$ cat config.mk
export PLATFORM = sky130hd
export DESIGN_NAME = vga_frame_scanner_flat
export DESIGN_NICKNAME = d
export VERILOG_FILES = /design/src/rtl/vga_frame_scanner_if.sv /design/src/rtl/vga_frame_scanner.sv /design/src/flat_wrapper.sv
export SDC_FILE = /design/constraint.sdc
export NUM_CORES = 1
export LEC_CHECK = 0
export ABC_AREA = 1
export CORE_ASPECT_RATIO = 1.5
export CORE_MARGIN = 3
export CORE_UTILIZATION = 48
export DETAILED_ROUTE_END_ITERATION = 8
export GPL_TIMING_DRIVEN = 0
export PLACE_DENSITY = 0.79
export SLEW_MARGIN = 15
export SYNTH_ARGS = -nofsm -noshare
export SYNTH_HDL_FRONTEND = slang
export SYNTH_SLANG_ARGS = --single-unit
$ cat constraint.sdc
create_clock -name clk -period 1.95 [get_ports clk]
set_clock_uncertainty 0.2 [all_clocks]
set_input_delay 0.195 -clock clk [delete_from_list [all_inputs] [get_ports clk]]
set_output_delay 0.195 -clock clk [all_outputs]
set_load 0.005 [all_outputs]
$ cat src/rtl/vga_frame_scanner_if.sv
// vga_frame_scanner_if: pixel coordinates, mux colour and VGA pin bundle
// between the object mux and the display scanner.
interface vga_frame_scanner_if;
  logic [7:0]  redIn;
  logic [7:0]  greenIn;
  logic [7:0]  blueIn;
  logic [10:0] pixelX;
  logic [10:0] pixelY;
  logic        pixelTick;
  logic        startOfFrame;
  logic [7:0]  vgaR;
  logic [7:0]  vgaG;
  logic [7:0]  vgaB;
  logic        vgaHS;
  logic        vgaVS;
  logic        vgaBlankN;

  modport master (
    input  redIn, greenIn, blueIn,
    output pixelX, pixelY, pixelTick, startOfFrame,
    output vgaR, vgaG, vgaB, vgaHS, vgaVS, vgaBlankN
  );

  modport slave (
    output redIn, greenIn, blueIn,
    input  pixelX, pixelY, pixelTick, startOfFrame,
    input  vgaR, vgaG, vgaB, vgaHS, vgaVS, vgaBlankN
  );
endinterface

$ cat src/rtl/vga_frame_scanner.sv
// vga_frame_scanner: VGA raster timing, coordinate publish and
// sync/blank-aligned colour register toward the DAC pins.
module vga_frame_scanner #(
  parameter int H_ACTIVE   = 640,
  parameter int H_FP       = 16,
  parameter int H_SYNC     = 96,
  parameter int H_BP       = 48,
  parameter int V_ACTIVE   = 480,
  parameter int V_FP       = 10,
  parameter int V_SYNC     = 2,
  parameter int V_BP       = 33,
  parameter int CLK_DIV    = 2,
  parameter int PIPE_DELAY = 1
) (
  input logic clk,
  input logic resetN,
  vga_frame_scanner_if.master vga
);
  localparam int H_TOTAL = H_ACTIVE + H_FP + H_SYNC + H_BP;
  localparam int V_TOTAL = V_ACTIVE + V_FP + V_SYNC + V_BP;
  localparam int DIV_W = (CLK_DIV > 1) ? $clog2(CLK_DIV) : 1;

  localparam logic [DIV_W-1:0] DIV_LAST = DIV_W'(CLK_DIV - 1);

  localparam logic [10:0] H_E_ACT = 11'(H_ACTIVE - 1);
  localparam logic [10:0] H_E_FP  = 11'(H_ACTIVE + H_FP - 1);
  localparam logic [10:0] H_E_SY  = 11'(H_ACTIVE + H_FP + H_SYNC - 1);
  localparam logic [10:0] H_LAST  = 11'(H_TOTAL - 1);
  localparam logic [10:0] V_E_ACT = 11'(V_ACTIVE - 1);
  localparam logic [10:0] V_E_FP  = 11'(V_ACTIVE + V_FP - 1);
  localparam logic [10:0] V_E_SY  = 11'(V_ACTIVE + V_FP + V_SYNC - 1);
  localparam logic [10:0] V_LAST  = 11'(V_TOTAL - 1);

  typedef enum logic [1:0] {
    H_ACT, H_FRONT, H_SYNCP, H_BACK
  } hphase_t;

  typedef enum logic [1:0] {
    V_ACT, V_FRONT, V_SYNCP, V_BACK
  } vphase_t;

  logic [DIV_W-1:0] div;
  logic [DIV_W-1:0] divNext;
  logic             tick;
  logic [10:0]      hCount;
  logic [10:0]      vCount;
  logic             hWrap;
  logic             vWrap;
  hphase_t          hState;
  hphase_t          hNext;
  vphase_t          vState;
  vphase_t          vNext;
  logic             frameWrap;
  logic             sof;
  logic [2:0]       raw;
  logic [2:0]       tap;
  logic [7:0]       r;
  logic [7:0]       g;
  logic [7:0]       b;
  logic             hs;
  logic             vs;
  logic             blankN;

  assign divNext = (div == DIV_LAST) ? '0 : div + DIV_W'(1);
  assign hWrap = (hCount == H_LAST);
  assign vWrap = (vCount == V_LAST);

  always_ff @(posedge clk or negedge resetN) begin
    if (!resetN) begin
      div  <= '0;
      tick <= 1'b0;
    end else begin
      div  <= divNext;
      tick <= (divNext == DIV_LAST);
    end
  end

  always_ff @(posedge clk or negedge resetN) begin
    if (!resetN) begin
      hCount <= '0;
      vCount <= '0;
    end else if (tick) begin
      if (hWrap) begin
        hCount <= '0;
        vCount <= vWrap ? '0 : vCount + 11'd1;
      end else begin
        hCount <= hCount + 11'd1;
      end
    end
  end

  always_ff @(posedge clk or negedge resetN) begin
    if (!resetN) begin
      hState <= H_ACT;
      vState <= V_ACT;
    end else begin
      hState <= hNext;
      vState <= vNext;
    end
  end

  // Phase registers change on the same tick as the counter crosses a boundary
  always_comb begin
    hNext = hState;
    unique case (hState)
      H_ACT:   if (tick && hCount == H_E_ACT) hNext = H_FRONT;
      H_FRONT: if (tick && hCount == H_E_FP)  hNext = H_SYNCP;
      H_SYNCP: if (tick && hCount == H_E_SY)  hNext = H_BACK;
      H_BACK:  if (tick && hWrap)             hNext = H_ACT;
      default: hNext = H_ACT;
    endcase
  end

  always_comb begin
    vNext = vState;
    if (tick && hWrap) begin
      unique case (vState)
        V_ACT:   if (vCount == V_E_ACT) vNext = V_FRONT;
        V_FRONT: if (vCount == V_E_FP)  vNext = V_SYNCP;
        V_SYNCP: if (vCount == V_E_SY)  vNext = V_BACK;
        V_BACK:  if (vWrap)             vNext = V_ACT;
        default: vNext = V_ACT;
      endcase
    end
  end

  assign raw = {hState != H_SYNCP,
                vState != V_SYNCP,
                hState == H_ACT && vState == V_ACT};

  // Output register is the final delay stage; extra stages only when deeper
  generate
    if (PIPE_DELAY > 1) begin : g_dly
      localparam logic [2:0] IDLE = 3'b110;
      logic [2:0] dly [PIPE_DELAY-1];
      always_ff @(posedge clk or negedge resetN) begin
        if (!resetN) begin
          for (int i = 0; i < PIPE_DELAY - 1; i++) dly[i] <= IDLE;
        end else if (tick) begin
          dly[0] <= raw;
          for (int i = 1; i < PIPE_DELAY - 1; i++) dly[i] <= dly[i-1];
        end
      end
      assign tap = dly[PIPE_DELAY-2];
    end else begin : g_nodly
      assign tap = raw;
    end
  endgenerate

  always_ff @(posedge clk or negedge resetN) begin
    if (!resetN) begin
      r         <= '0;
      g         <= '0;
      b         <= '0;
      hs        <= 1'b1;
      vs        <= 1'b1;
      blankN    <= 1'b0;
      frameWrap <= 1'b0;
      sof       <= 1'b0;
    end else begin
      frameWrap <= tick && hWrap && vWrap;
      sof       <= frameWrap;
      if (tick) begin
        hs     <= tap[2];
        vs     <= tap[1];
        blankN <= tap[0];
        r      <= tap[0] ? vga.redIn   : 8'd0;
        g      <= tap[0] ? vga.greenIn : 8'd0;
        b      <= tap[0] ? vga.blueIn  : 8'd0;
      end
    end
  end

  assign vga.pixelX       = hCount;
  assign vga.pixelY       = vCount;
  assign vga.pixelTick    = tick;
  assign vga.startOfFrame = sof;
  assign vga.vgaR         = r;
  assign vga.vgaG         = g;
  assign vga.vgaB         = b;
  assign vga.vgaHS        = hs;
  assign vga.vgaVS        = vs;
  assign vga.vgaBlankN    = blankN;
endmodule
$ cat src/flat_wrapper.sv
// flat-port wrapper written by rule: the top's interface ports become plain ports
module vga_frame_scanner_flat 
#(
  parameter int H_ACTIVE   = 640,
  parameter int H_FP       = 16,
  parameter int H_SYNC     = 96,
  parameter int H_BP       = 48,
  parameter int V_ACTIVE   = 480,
  parameter int V_FP       = 10,
  parameter int V_SYNC     = 2,
  parameter int V_BP       = 33,
  parameter int CLK_DIV    = 2,
  parameter int PIPE_DELAY = 1
)
  (clk, resetN, vga_redIn, vga_greenIn, vga_blueIn, vga_pixelX, vga_pixelY, vga_pixelTick, vga_startOfFrame, vga_vgaR, vga_vgaG, vga_vgaB, vga_vgaHS, vga_vgaVS, vga_vgaBlankN);
  vga_frame_scanner_if vga_i ();
  input logic clk;
  input logic resetN;
  input wire logic [$bits(vga_i.redIn)-1:0] vga_redIn;
  input wire logic [$bits(vga_i.greenIn)-1:0] vga_greenIn;
  input wire logic [$bits(vga_i.blueIn)-1:0] vga_blueIn;
  output wire logic [$bits(vga_i.pixelX)-1:0] vga_pixelX;
  output wire logic [$bits(vga_i.pixelY)-1:0] vga_pixelY;
  output wire logic [$bits(vga_i.pixelTick)-1:0] vga_pixelTick;
  output wire logic [$bits(vga_i.startOfFrame)-1:0] vga_startOfFrame;
  output wire logic [$bits(vga_i.vgaR)-1:0] vga_vgaR;
  output wire logic [$bits(vga_i.vgaG)-1:0] vga_vgaG;
  output wire logic [$bits(vga_i.vgaB)-1:0] vga_vgaB;
  output wire logic [$bits(vga_i.vgaHS)-1:0] vga_vgaHS;
  output wire logic [$bits(vga_i.vgaVS)-1:0] vga_vgaVS;
  output wire logic [$bits(vga_i.vgaBlankN)-1:0] vga_vgaBlankN;
  assign vga_i.redIn = vga_redIn;
  assign vga_i.greenIn = vga_greenIn;
  assign vga_i.blueIn = vga_blueIn;
  assign vga_pixelX = vga_i.pixelX;
  assign vga_pixelY = vga_i.pixelY;
  assign vga_pixelTick = vga_i.pixelTick;
  assign vga_startOfFrame = vga_i.startOfFrame;
  assign vga_vgaR = vga_i.vgaR;
  assign vga_vgaG = vga_i.vgaG;
  assign vga_vgaB = vga_i.vgaB;
  assign vga_vgaHS = vga_i.vgaHS;
  assign vga_vgaVS = vga_i.vgaVS;
  assign vga_vgaBlankN = vga_i.vgaBlankN;
  vga_frame_scanner #(.H_ACTIVE(H_ACTIVE), .H_FP(H_FP), .H_SYNC(H_SYNC), .H_BP(H_BP), .V_ACTIVE(V_ACTIVE), .V_FP(V_FP), .V_SYNC(V_SYNC), .V_BP(V_BP), .CLK_DIV(CLK_DIV), .PIPE_DELAY(PIPE_DELAY)) u_core (.clk(clk), .resetN(resetN), .vga(vga_i));
endmodule
# Word level (Yosys, flattened, before mapping)
# Index checks and enable logic that the tools add are counted.
# classes
n_addsub	3
eq_ne	24
muxes	16
reduce_logical	11
# op_table
operator	count
$eq 11x10->1 const B	5
$eq 11x9->1 const B	3
$mux 8	3
$add 11x1->11 const B	2
$mux 11	2
$mux 2	8
$ne 2x1->1 const B	8
$pmux 2 s4	2
$eq 2x2->1 const B	4
$logic_and 1x1->1	6
$reduce_and 5->1	1
$eq 2x1->1 const B	2
$logic_not 2->1	2
$ne 2x2->1 const B	2
$reduce_and 4->1	1
$reduce_and 2->1	1
$add 1x1->1 const B	1
$mux 1	1
# word_totals
ff_bits	56
inputBits	26
wordCells	67

# Logic depth before layout (Yosys ltp)
# logic_depth
ltp_word	4
ltp_mapped	10
depth_no_buf	10

# Worst setup path before layout
# No wires, ideal clock.
# synth_timing
kind	register to register
startpoint	register u_core.hCount[0] (netlist: u_core.vga.pixelX[0])
endpoint	register u_core.vState[0]
setup_ns	0.121
arrival_time_ns	1.317
required_ns	1.629
slack_ns	0.312
path_stages_with_launch	9
synth_period_minus_slack_ns	1.638
path_cell_list	dfrtp_1 > ha_1 > nand3_1 > inv_2 > nand3_4 > nor2_8 > nand2_2 > o21bai_1 > nand2_1
# synth_between
elab_chain_len	3
# synth_rtl
item	line_no	text
from (decl)	vga_frame_scanner.sv:45	logic [10:0] hCount;
from (signal assigned)	vga_frame_scanner.sv:87	hCount <= hCount + 11'd1;
$eq 11x10->1	vga_frame_scanner.sv:65	assign hWrap = (hCount == H_LAST);
$logic_and 1x1->1	vga_frame_scanner.sv:116	if (tick && hWrap) begin
$reduce_and 5->1 (no source line)	-	
to (signal assigned)	vga_frame_scanner.sv:98	vState <= vNext;
to (decl)	vga_frame_scanner.sv:51	vphase_t vState;
# No other way between the ends.
# A chain may end at the register's enable or synchronous reset.

# Final worst setup path
# Same ends and word-level chain as after synthesis.

==> flow_summary.toml <==
[setup_path]
reg2reg_from = "u_core.vga.pixelX[0]$_DFFE_PN0P_"
startpoint = "u_core.vga.pixelX[0]$_DFFE_PN0P_"
slowest_stage = "dfrtp_1"
crit_path_end = "u_core.vState[0]$_DFFE_PN0P_"
rr_endpoint = "u_core.vState[0]$_DFFE_PN0P_"
cp.required_ps = 1960
r2r_cells = 8
path_cells = "ha_1, nand3_2, inv_2, nand3_4, nor2_8, nand2_2, o21bai_1, nand2_1"
arrival_ps = 1810
rrSetupSlack_ps = 150
critPathMaxStageDelay_ps = 430
criticalPathCategory = "reg2reg"
startpoint_type = "register"
critPathMaxFanout = 9
cp-end-kind = "register"

[hold_path]
hold_path.class = "reg2reg"

[floorplanning]
num_io_pins = 77
die_w_um = 69.2
die_y_um = 101
initial_utilization = 0.512
rows = 33
core-area_um2 = 5620
die-area_um2 = 6970

[placement]
place_hpwl_um = 4790
gp_congestion = 0.888
port_buffers = 76

[sta]
setup-violations-final = 0
final.period_utilization = 0.923
fin_setup_tns_ps = 0
worst_slew_pin_slew_ps = 686
slew_viol_final = 0
rsz0062_at_grt = "true"
finalHoldViolCount = 0
holdWs_ps = 158
relSlewSlack = 0.543
max_freq_ghz = 0.556
layout_min_cycle_time_ps = 1800

[clocking]
clockBufferDepth = 2
htree_levels = 2
cts-root-buf = "clkbuf_8"
cts_tree = "built"
clk_latency_ps = 320
path_clk_slew_ps = 100
cts_buffers = 5
cts.sinks = 56

[synth]
syn_nets = 380
ys_ff_latch = 56
synth_edf_count = 0
ys_async_sr_fraction = 1.00
yosysWarningCount = 0
synthTopCellsByArea = "dfrtp_1 47%, nand2_1 10%, inv_1 6.4%"
yosysMostFrequentCell = "nand2_1"
synth.distinct_cells = 33
yosysSeqAreaShare = 0.488
synthFlopType = "dfrtp_1"
synth_area_um2 = 2870
syn_inst = 340
netlist_top_cells_count = "78 x nand2_1, 54 x dfrtp_1, 49 x inv_1"
synth_top_area_frac = 0.470
synth_largest_area_cell = "dfrtp_1"
synth_area_per_cell_um2 = 8.45

[global_route]
grt_pass1_vias = 2429
grt_max_degree = 57
grt_pass1_wl_um = 10800
track_usage = 0.190
grt-ovfl-total = 0
antenna_found_initial = 0

[route]
num_vias = 2456
wl_um = 6280
wl_met3_um = 570
wl_per_cell_um = 12.7
wl_met2_um = 3030
vias_per_cell = 4.95
drt-met1-wl_um = 2570
top_layer = "met4"
first_pass_iters = 4
ant_nets = 0
route.detailed.drc = 0
drt_iter0_drc = 151

[layout]
diodes = 0
area_growth_pct = 33.4
drive_gt1_frac = 0.0915
final_nets = 465

[pwr]
max-vdd-ir-drop_v = 0.000502
power_density_nw_per_um2 = 525
leakage_nw = 1.74

[run]
drv_cap = 0

[outcome]
status = "finished clean"
[per-layer routing]
metal | vias to the layer above | track usage
li1 | 1250 | -
met1 | 1114 | 0.211
met2 | 83 | 0.329
met3 | 9 | 0.0729
met4 | 0 | 0.0677
met5 | - | 0
[power by group]
part           switching [mW]  internal (mW)
Combinational          0.0522         0.0951
Clock                   0.400          0.264
Sequential             0.0147           1.19
[worst max-delay path: cells and delay by family (launching register included)]
kind / cells / cell delay (ps)
buffers and inverters: 1 / 120
flip-flops: 1 / 430
adder cells (fa/ha/maj): 1 / 210
AND/OR/NAND/NOR: 5 / 570
AO/OA/AOI/OAI: 1 / 160
[final cells by class]
class,count,area (um^2)
buffer,6,30.0
clock buffer,6,72.6
clock inverter,2,17.5
fill,479,1780
inverter,54,205
multi-input combinational,224,1240
sequential,56,1410
tap,70,87.6
timing repair buffer,78,776
[what timing repair did]
action | in CTS | in global routing
gates resized for setup | 0 | 2
endpoints found under the setup margin | 0 | 9
hold endpoints to repair | 54 | 0
buffers inserted | 0 | 1
hold buffers | 1 | 0
[sequential cells by signal, indices dropped and copies added (netlist names)]
name and cells:
u_core.vga.pixelY 11, u_core.vga.pixelX 11, u_core.vga.vgaHS 1, u_core.vga.vgaG 8, u_core.hState 2, u_core.vga.vgaVS 1
u_core.vga.vgaB 8, u_core.frameWrap 1, u_core.vState 2, u_core.vga.vgaR 8, u_core.vga.startOfFrame 1, u_core.vga.vgaBlankN 1
u_core.div 1
[worst min path at each step]
stage	from	end	slack, ps	cells after the start
after floorplan	resetN	u_core.div$_DFF_PN0_	-300	0
final	u_core.frameWrap$_DFF_PN0_	u_core.vga.startOfFrame$_DFF_PN0_	160	0
after CTS	u_core.frameWrap$_DFF_PN0_	u_core.vga.startOfFrame$_DFF_PN0_	160	0
after detailed placement	resetN	u_core.vga.vgaB[3]$_DFFE_PN0P_	90	1
after global routing	u_core.frameWrap$_DFF_PN0_	u_core.vga.startOfFrame$_DFF_PN0_	170	0
after global placement	u_core.frameWrap$_DFF_PN0_	u_core.vga.startOfFrame$_DFF_PN0_	130	0
[kinds of logic (layout without fill, tap and decap cells)]
kind of cell,count (synthesis),after routing,share of synthesized area
AND/OR/NAND/NOR,157,157,0.265
buffers and inverters,60,146,0.0818
AO/OA/AOI/OAI,47,47,0.0853
XOR/XNOR,6,6,0.0183
flip-flops,56,56,0.488
adder cells (fa/ha/maj),14,14,0.0609
[layout by cell type (no fill, tap or decap), drive strengths merged]
cell type / Yosys / layout
nand4: 3 / 3
or2: 3 / 3
xnor2: 2 / 2
dfrtp: 54 / 54
nand2: 82 / 82
ha: 14 / 14
dfstp: 2 / 2
o21ai: 36 / 36
dlygate4sd3: 0 / 1
o31ai: 1 / 1
a21oi: 7 / 7
nor2: 29 / 29
nand3: 25 / 25
a22oi: 1 / 1
clkinv: 1 / 1
nor3: 10 / 10
inv: 53 / 55
nor3b: 1 / 1
nand3b: 4 / 4
xor2: 4 / 4
clkbuf: 5 / 11
buf: 1 / 3
clkdlybuf4s50: 0 / 75
o21bai: 2 / 2
[through the flow]
stage,cells,total power [mW],util,setup WS [ps],area [um^2]
floorplan,340,1.24,-,312,2870
global placement,486,1.37,0.663,-1170,3720
detailed placement,486,1.37,0.662,134,3720
CTS,495,2.04,0.680,118,3820
global route,496,2.08,0.683,-4.52,3830
finish,496,2.01,0.683,151,3830
(Power assumes the default switching activity.)
